File: config.mk
export PLATFORM = sky130hd
export DESIGN_NAME = mult_rr_arbiter
export DESIGN_NICKNAME = d
export VERILOG_FILES = /design/src/rtl/mult_rr_arbiter.sv
export SDC_FILE = /design/constraint.sdc
export NUM_CORES = 1
export LEC_CHECK = 0
export CAP_MARGIN = 10
export CORE_ASPECT_RATIO = 1.75
export CORE_MARGIN = 10
export CORE_UTILIZATION = 60
export DETAILED_ROUTE_END_ITERATION = 10
export DONT_BUFFER_PORTS = 1
export MAX_ROUTING_LAYER = met4
export PLACE_DENSITY = 0.76
export SYNTH_ARGS = -nofsm -noshare
export SYNTH_HDL_FRONTEND = slang
export SYNTH_SLANG_ARGS = --single-unit
File: constraint.sdc
create_clock -name clk -period 4.9 [get_ports clk]
set_clock_uncertainty 0.1 [all_clocks]
set_input_delay 0.735 -clock clk [delete_from_list [all_inputs] [get_ports clk]]
set_output_delay 0.735 -clock clk [all_outputs]
set_load 0.05 [all_outputs]
File: src/rtl/mult_rr_arbiter.sv
// mult_rr_arbiter
//   Shares one pipelined 16x16 signed Q1.15 multiplier among NREQ requesters.
//   Each cycle a round-robin arbiter grants at most one requester. The granted
//   operands are registered onto mul_a/mul_b. A {valid, id} tag travels
//   alongside the multiplier pipeline, so each Q1.31 product returns on
//   res_valid/res_id/res_data MUL_LAT+2 cycles after its grant.
//
// Ports
//   clk, reset  : clock and synchronous active-high reset (also resets the multiplier)
//   req         : per-requester request, held until granted
//   a_in, b_in  : packed operands, requester i uses [16i+15:16i]
//   gnt         : one-hot combinational grant (zero while reset is high)
//   mul_a/mul_b : registered operands to the shared multiplier
//   mul_y       : multiplier product, Q1.31
//   res_valid   : registered result strobe
//   res_id      : registered owner index of res_data
//   res_data    : registered product
//   inflight    : registered count of issued, not yet returned, operations
//   busy        : work pending (inflight != 0 or any request)
module mult_rr_arbiter #(
  parameter int NREQ    = 4,
  parameter int MUL_LAT = 5,
  localparam int IDW    = $clog2(NREQ)
) (
  input  logic                 clk,
  input  logic                 reset,
  input  logic [NREQ-1:0]      req,
  input  logic [16*NREQ-1:0]   a_in,
  input  logic [16*NREQ-1:0]   b_in,
  output logic [NREQ-1:0]      gnt,
  output logic [15:0]          mul_a,
  output logic [15:0]          mul_b,
  input  logic [31:0]          mul_y,
  output logic                 res_valid,
  output logic [IDW-1:0]       res_id,
  output logic [31:0]          res_data,
  output logic [3:0]           inflight,
  output logic                 busy
);

  logic [IDW-1:0] rr_ptr;
  logic           grant_valid;
  logic [IDW-1:0] grant_id;
  logic [15:0]    a_arr [NREQ];
  logic [15:0]    b_arr [NREQ];
  logic [MUL_LAT:0] tag_valid;
  logic [IDW-1:0]   tag_id [MUL_LAT+1];

  // Unpack the flat operand buses so the granted slice is a simple array read.
  for (genvar g = 0; g < NREQ; g++) begin : g_unpack
    assign a_arr[g] = a_in[16*g +: 16];
    assign b_arr[g] = b_in[16*g +: 16];
  end

  // Round-robin search: first active request starting just after rr_ptr.
  always_comb begin
    logic [IDW-1:0] idx;
    grant_valid = 1'b0;
    grant_id    = '0;
    idx         = '0;
    for (int k = 1; k <= NREQ; k++) begin
      idx = IDW'((int'(rr_ptr) + k) % NREQ);
      if (!grant_valid && req[idx]) begin
        grant_valid = 1'b1;
        grant_id    = idx;
      end else begin
        grant_valid = grant_valid;
      end
    end
    // A grant during reset would be lost, so none is offered.
    if (reset) begin
      grant_valid = 1'b0;
    end else begin
      grant_valid = grant_valid;
    end
  end

  // Expand the granted index into the one-hot grant vector.
  always_comb begin
    gnt = '0;
    if (grant_valid) begin
      gnt[grant_id] = 1'b1;
    end else begin
      gnt = '0;
    end
  end

  // Pointer, operand issue, tag pipeline, result capture and occupancy count.
  always_ff @(posedge clk) begin
    if (reset) begin
      rr_ptr    <= IDW'(NREQ - 1);
      mul_a     <= 16'h0000;
      mul_b     <= 16'h0000;
      tag_valid <= '0;
      for (int i = 0; i <= MUL_LAT; i++) begin
        tag_id[i] <= '0;
      end
      res_valid <= 1'b0;
      res_id    <= '0;
      res_data  <= 32'h0000_0000;
      inflight  <= 4'd0;
    end else begin
      if (grant_valid) begin
        rr_ptr <= grant_id;
        mul_a  <= a_arr[grant_id];
        mul_b  <= b_arr[grant_id];
      end else begin
        mul_a  <= 16'h0000;
        mul_b  <= 16'h0000;
      end
      // Stage MUL_LAT lines up with mul_y; res_* is registered one edge later.
      tag_valid <= {tag_valid[MUL_LAT-1:0], grant_valid};
      tag_id[0] <= grant_id;
      for (int i = 1; i <= MUL_LAT; i++) begin
        tag_id[i] <= tag_id[i-1];
      end
      res_valid <= tag_valid[MUL_LAT];
      res_id    <= tag_id[MUL_LAT];
      res_data  <= mul_y;
      // An op counts from its issue edge until the end of its res_valid cycle.
      case ({grant_valid, res_valid})
        2'b10:   inflight <= inflight + 4'd1;
        2'b01:   inflight <= inflight - 4'd1;
        default: inflight <= inflight;
      endcase
    end
  end

  assign busy = (inflight != 4'd0) || (|req);

endmodule

Word level (Yosys, flattened, before mapping) --
Memory sizes are Yosys's and may differ from the RTL's. A register that Yosys moved wholly into a read port is not among the register bits. Cells that the tools add are included.
Operators by class: add/subtract/negate cells 6, order comparisons 7, reduce and logical (&&, ||, !) cells 12, eq/ne operators 2, bitwise gates (word level) 8, multiplexer cells 36
Operators with widths (count):
- binary-select mux 16 bit (select 2 bit) | 2
- two-way mux 16 bit | 4
- two-way mux 2 bit | 10
- < comparator 2 x 3 -> 1 bit, second input constant | 5
- two-way mux 1 bit | 13
- binary-select mux 1 bit (select 2 bit) | 4
- one-hot mux 4 bit (2 select lines) | 1
- OR 1 bit | 6
- adder 2 x 1 -> 2 bit, second input constant | 2
- adder 2 bit, second input constant | 2
- adder 4 x 1 -> 4 bit, second input constant | 1
- logical AND 1 bit | 4
- two-way mux 4 bit | 1
- nonzero test 4 bit | 1
- OR reduction 4 bit | 1
- subtractor 4 x 1 -> 4 bit, second input constant | 1
- >= comparator 3 bit, second input constant | 1
- logical NOT 1 bit | 3
- NOT 2 -> 3 bit | 1
- demux 1 bit (select 2 bit) | 1
- == test 2 x 1 -> 1 bit, second input constant | 1
- == test 2 bit, second input constant | 1
- >= comparator 2 x 1 -> 1 bit, second input constant | 1
- nonzero test 2 bit | 1
- other kinds (3) | 3
Storage, ports and cells: input port bits 166, memories kept 1, output and inout port bits 76, logic and storage cells 79, bits in writable memories 12, register bits after elaboration 77
Memory list:
- tag_id | depth 6, bits a word 2, rd ports 6, clocked after Yosys merged registers in 1, write ports 6, line 47 | logic [IDW-1:0] tag_id [MUL_LAT+1];

Logic depth before layout (Yosys ltp) --
depth after elaboration 18, gate-level depth with buffers 10, depth with buffers taken out 10

Least setup slack after synthesis --
OpenSTA, ideal clock, no wires.
path type input-to-output, start input req[3], end output gnt[3], setup slack 1852 ps, arrival 2213 ps, buffers on the path 2, cell stages on the path 7, required time 4065 ps, cell sequence and3b_1 > a211o_1 > o21ai_2 > or2_1 > buf_6 > buf_4 > nor2_1
On the way: word-level cells in the longest chain between the ends 17, elaborated cells on any way between the ends 29, those cells by class order compare (2); mux (20); reduce/logical (7)
RTL lines:
- start, declared | line 27 | input logic [NREQ-1:0] req,
- binary-select mux 1 bit (select 2 bit) | line 63 | if (!grant_valid && req[idx]) begin
- two-way mux 1 bit (not written as such) | line 63
- two-way mux 1 bit | line 63
- logical NOT 1 bit | line 63
- logical AND 1 bit | line 63
- two-way mux 1 bit | line 63
- logical NOT 1 bit | line 63
- logical AND 1 bit | line 63
- two-way mux 1 bit | line 63
- logical NOT 1 bit | line 63
- logical AND 1 bit | line 63
- two-way mux 2 bit | line 63
- < comparator 2 x 3 -> 1 bit (not written as such) or >= comparator 2 x 1 -> 1 bit (tied branches) | line 82 | gnt[grant_id] = 1'b1;
- logical AND 1 bit (not written as such) | line 82
- two-way mux 1 bit (not written as such) | line 82
- demux 1 bit (select 2 bit) | line 82
- two-way mux 4 bit * | line 81 | if (grant_valid) begin
- end, declared | line 30 | output logic [NREQ-1:0] gnt,
Mark *: on every way between the ends. The rest lies on a longest branch, timed or not. The select of a mux whose other input is x is not followed.

Worst setup path in the final report --
start register rr_ptr[1], end output gnt[3]
On the way: word-level cells in the longest chain between the ends 18, elaborated cells on any way between the ends 33, those cells by class add/sub (4); order compare (2); mux (20); reduce/logical (7)
RTL lines:
- start, declared | line 41 | logic [IDW-1:0] rr_ptr;
- start signal, assigned | line 91 | rr_ptr <= IDW'(NREQ - 1);
- start signal, assigned | line 104 | rr_ptr <= grant_id;
- adder 2 x 1 -> 2 bit | line 62 | idx = IDW'((int'(rr_ptr) + k) % NREQ);
- binary-select mux 1 bit (select 2 bit) | line 63
- two-way mux 1 bit (not written as such) | line 63
- two-way mux 1 bit | line 63
- logical NOT 1 bit | line 63
- logical AND 1 bit | line 63
- two-way mux 1 bit | line 63
- logical NOT 1 bit | line 63
- [... 2 more ...]
- logical NOT 1 bit | line 63
- logical AND 1 bit | line 63
- two-way mux 2 bit | line 63
- < comparator 2 x 3 -> 1 bit (not written as such) or >= comparator 2 x 1 -> 1 bit (tied branches) | line 82
- logical AND 1 bit (not written as such) | line 82
- two-way mux 1 bit (not written as such) | line 82
- demux 1 bit (select 2 bit) | line 82
- two-way mux 4 bit * | line 81
Marks and branches as above.

==> results.sh <==
export IMPL_status="completed"
export IMPL_cts_resized=0
export IMPL_avgRoutedWirePerCell_um=23.7
export IMPL_die_w_um=78.0
export IMPL_ir_drop_v=0.000261
export IMPL_hold_start="tag_valid[1]$_SDFF_PP0_"
export IMPL_row_count=36
export IMPL_holdPathStages=1
export IMPL_hp_class="reg -> reg"
export IMPL_grt_pass1_vias=2449
export IMPL_r2r_cells=6
export IMPL_stdcell_count=385
export IMPL_crit_type="reg -> out"
export IMPL_slew_viol_final=0
export IMPL_finalHoldViolations=0
export IMPL_firstDrtPassIters=4
export IMPL_synthCells=311
export IMPL_postLayoutCoreUtil_pct=65.1
export IMPL_finalCriticalPeriod_ps=3220
export IMPL_portBuffers=0
export IMPL_gr_total_overflow=0
export IMPL_cp_arrival_ps=2380
export IMPL_setup_viol=0
export IMPL_antenna_found_initial=0
export IMPL_syn_area_mm2=0.00353
export IMPL_fillers=430
export IMPL_whs_ps=337
export IMPL_syn_avg_cell_area_um2=11.3
export IMPL_async_flop_share_pct=0
export IMPL_reg2reg_to="mul_a[3]$_SDFF_PP0_"
export IMPL_clk_pin_slew_ps=90
export IMPL_wl_mm=9.11
export IMPL_die_area_mm2=0.00947
export IMPL_grt_pass1_wl_mm=13.2
export IMPL_clock_latency_ps=350
export IMPL_endpoint_kind="primary output"
export IMPL_dieHeight_um=121
export IMPL_yosysSeqAreaShare_pct=51.6
export IMPL_syn_num_nets=480
export IMPL_cts_root_buf="clkbuf_8"
export IMPL_slowest_delay_ps=750
export IMPL_min_period_over_period_pct=65.6
export IMPL_min_to="tag_valid[2]$_SDFF_PP0_"
export IMPL_power_density_mw_per_mm2=480
export IMPL_multi_input_area_mm2=0.00151
export IMPL_p_leak_nw=1.61
export IMPL_synth_edf_count=0
export IMPL_diodes=0
export IMPL_cp_max_fo=35
export IMPL_postCtsSetupBuffers=0
export IMPL_yosys_warnings=0
export IMPL_dp_cells=369
export IMPL_gp_congestion=0.805
export IMPL_drtIter0Drc=123
export IMPL_syn2layout_area_growth_pct=3.94
export IMPL_crit_slowest_cell="nor2_1"
export IMPL_drive_gt1_share_pct=8.41
export IMPL_antenna_left=0
export IMPL_cp_required_ps=4070
export IMPL_cts_buffer_depth=2
export IMPL_rsz0062_at_grt="false"
export IMPL_cts_hold_buffers=0
export IMPL_path_cells="and3b_1 -> a211o_1 -> o21ai_2 -> or2_1 -> buf_4 -> nor2_1"
export IMPL_timing_setup_tns_ps=0
export IMPL_cts_buffers=9
export IMPL_viasPerCell=5.72
export IMPL_fmax_mhz=311
export IMPL_grt_max_degree=66
export IMPL_dpl_hpwl_mm=7.48
export IMPL_core_area_mm2=0.00563
export IMPL_max_cap_violations=0
export IMPL_crit_path_start_kind="register"
export IMPL_yosysUniqueCellTypes=37
export IMPL_grt_use_total_pct=18.4
export IMPL_htreeDepth=3
export IMPL_io_pins=242
export IMPL_rr_startpoint="rr_ptr[1]$_SDFFE_PP1P_"
export IMPL_drc_errors=0
export IMPL_total_power_mw=1.76
export IMPL_cts_tree="done"
export IMPL_synthFlopType="dfxtp_1"
export IMPL_synth_seq_cells=91
export IMPL_num_vias=2204
export IMPL_tightest_slew_ps=974
export IMPL_register_area_mm2=0.00182
export IMPL_fin_nets=473
export IMPL_reg2reg_slack_ps=2480
export IMPL_max_slew_margin_pct=35.1
export IMPL_start_util_pct=62.7
export IMPL_clock_sinks=91
[placed cells by master, fill, tap and decap left out]
cell        synthesis  final
dfxtp_1            91     91
mux2i_1            66     66
nor2b_1            51     51
o22ai_1            32     32
clkbuf_8            0      9
nor2_1              8      8
a21oi_1             6      6
inv_1               3      3
nand2_1             3      3
xor2_1              3      3
o21ai_0             3      3
ha_1                3      3
clkinv_2            0      3
nor4_1              2      2
and3b_1             2      2
bufinv_16           0      2
buf_4               3      2
a22oi_1             1      1
nand2b_1            1      1
o22ai_2             1      1
o21bai_1            1      1
nor2_2              1      1
a211o_1             1      1
o21ai_2             1      1
nand2_4             1      1
or2_1               1      1
o21ba_2             1      1
a21bo_1             1      1
a21oi_2             1      1
nor2_4              1      1
inv_2               1      1
nor3b_1             1      1
nand3b_1            1      1
xnor2_1             1      1
or3_1               1      1
inv_6               0      1
clkinvlp_4          0      1
[Yosys cell counts (5+ instances only)]
cell type / count / area, um2
clkbuf_1: 6 / 22.5
a21oi_1: 6 / 30.0
buf_12: 5 / 100
nor2b_1: 51 / 319
nor2_1: 8 / 30.0
o22ai_1: 32 / 200
dfxtp_1: 91 / 1820
mux2i_1: 66 / 661
[how the worst max path moves through the flow]
stage,startpoint,end,slack [ps],cells past startpoint
after floorplan,req[3],gnt[3],1850,7
after global placement,req[3],gnt[3],1790,6
after detailed placement,req[3],gnt[3],1780,6
after CTS,rr_ptr[1]$_SDFFE_PP1P_,gnt[3],1680,6
after global routing,rr_ptr[1]$_SDFFE_PP1P_,gnt[3],1590,6
final,rr_ptr[1]$_SDFFE_PP1P_,gnt[3],1680,6
[routing by layer]
metal	wire [um]	global-route usage, %	vias to the layer above	share of wire (%)
met5	0	-	-	0
met4	150	6.31	0	1.6
met3	814	8.16	13	8.9
met2	4730	31.1	153	52
met1	3410	18.6	974	37
li1	-	-	1064	-
[worst max-delay path: cells and delay by family, from the launching register on]
kind,cells,cell delay (ps)
buf+inv,1,240
flops,1,430
simple gates,3,1150
compound gates,2,190
[metrics by stage]
| step | instance area (um2) | setup WS [ps] |
|---|---|---|
| after floorplan | 3530 | 1850 |
| after global placement | 3450 | 1790 |
| after detailed placement | 3450 | 1780 |
| after CTS | 3670 | 1680 |
| after global routing | 3670 | 1590 |
| final | 3670 | 1680 |
[layout make-up]
class	instances	area share (%)
Timing Repair Buffer	2	0.409
Sequential cell	91	49.7
Inverter	4	0.409
Clock inverter	7	2.49
Tap cell	76	2.59
Multi-Input combinational cell	196	41.0
Clock buffer	9	3.38
[logic make-up (layout without fill, tap and decap cells)]
| logic type | after synthesis | after routing | synth area share [%] |
|---|---|---|---|
| AOI/OAI and AO/OA | 49 | 49 | 9.04 |
| muxes | 66 | 66 | 18.7 |
| adders and majority gates | 3 | 3 | 1.06 |
| and+or+nand+nor | 74 | 74 | 12.8 |
| buffers and inverters | 24 | 22 | 5.71 |
| xor gates and xnor gates | 4 | 4 | 0.993 |
| DFF | 91 | 91 | 51.6 |
[power breakdown]
group          total, mW  switching [mW]  internal, mW  leakage (nW)
Clock              0.537           0.251         0.286         0.109
Sequential          1.02           0.223         0.799         0.753
Combinational      0.201           0.106        0.0954         0.745
Total               1.76           0.580          1.18          1.61
[state kept, by name, indices dropped and copies added, names as in the netlist]
| register | count |
|---|---|
| mul_a | 16 |
| tag_valid | 6 |
| mul_b | 16 |
| res_id | 2 |
| rr_ptr | 2 |
| inflight | 4 |
| tag_id | 12 |
| res_data | 32 |
| res_valid | 1 |
Note: power is estimated with default switching activity, not from simulation.
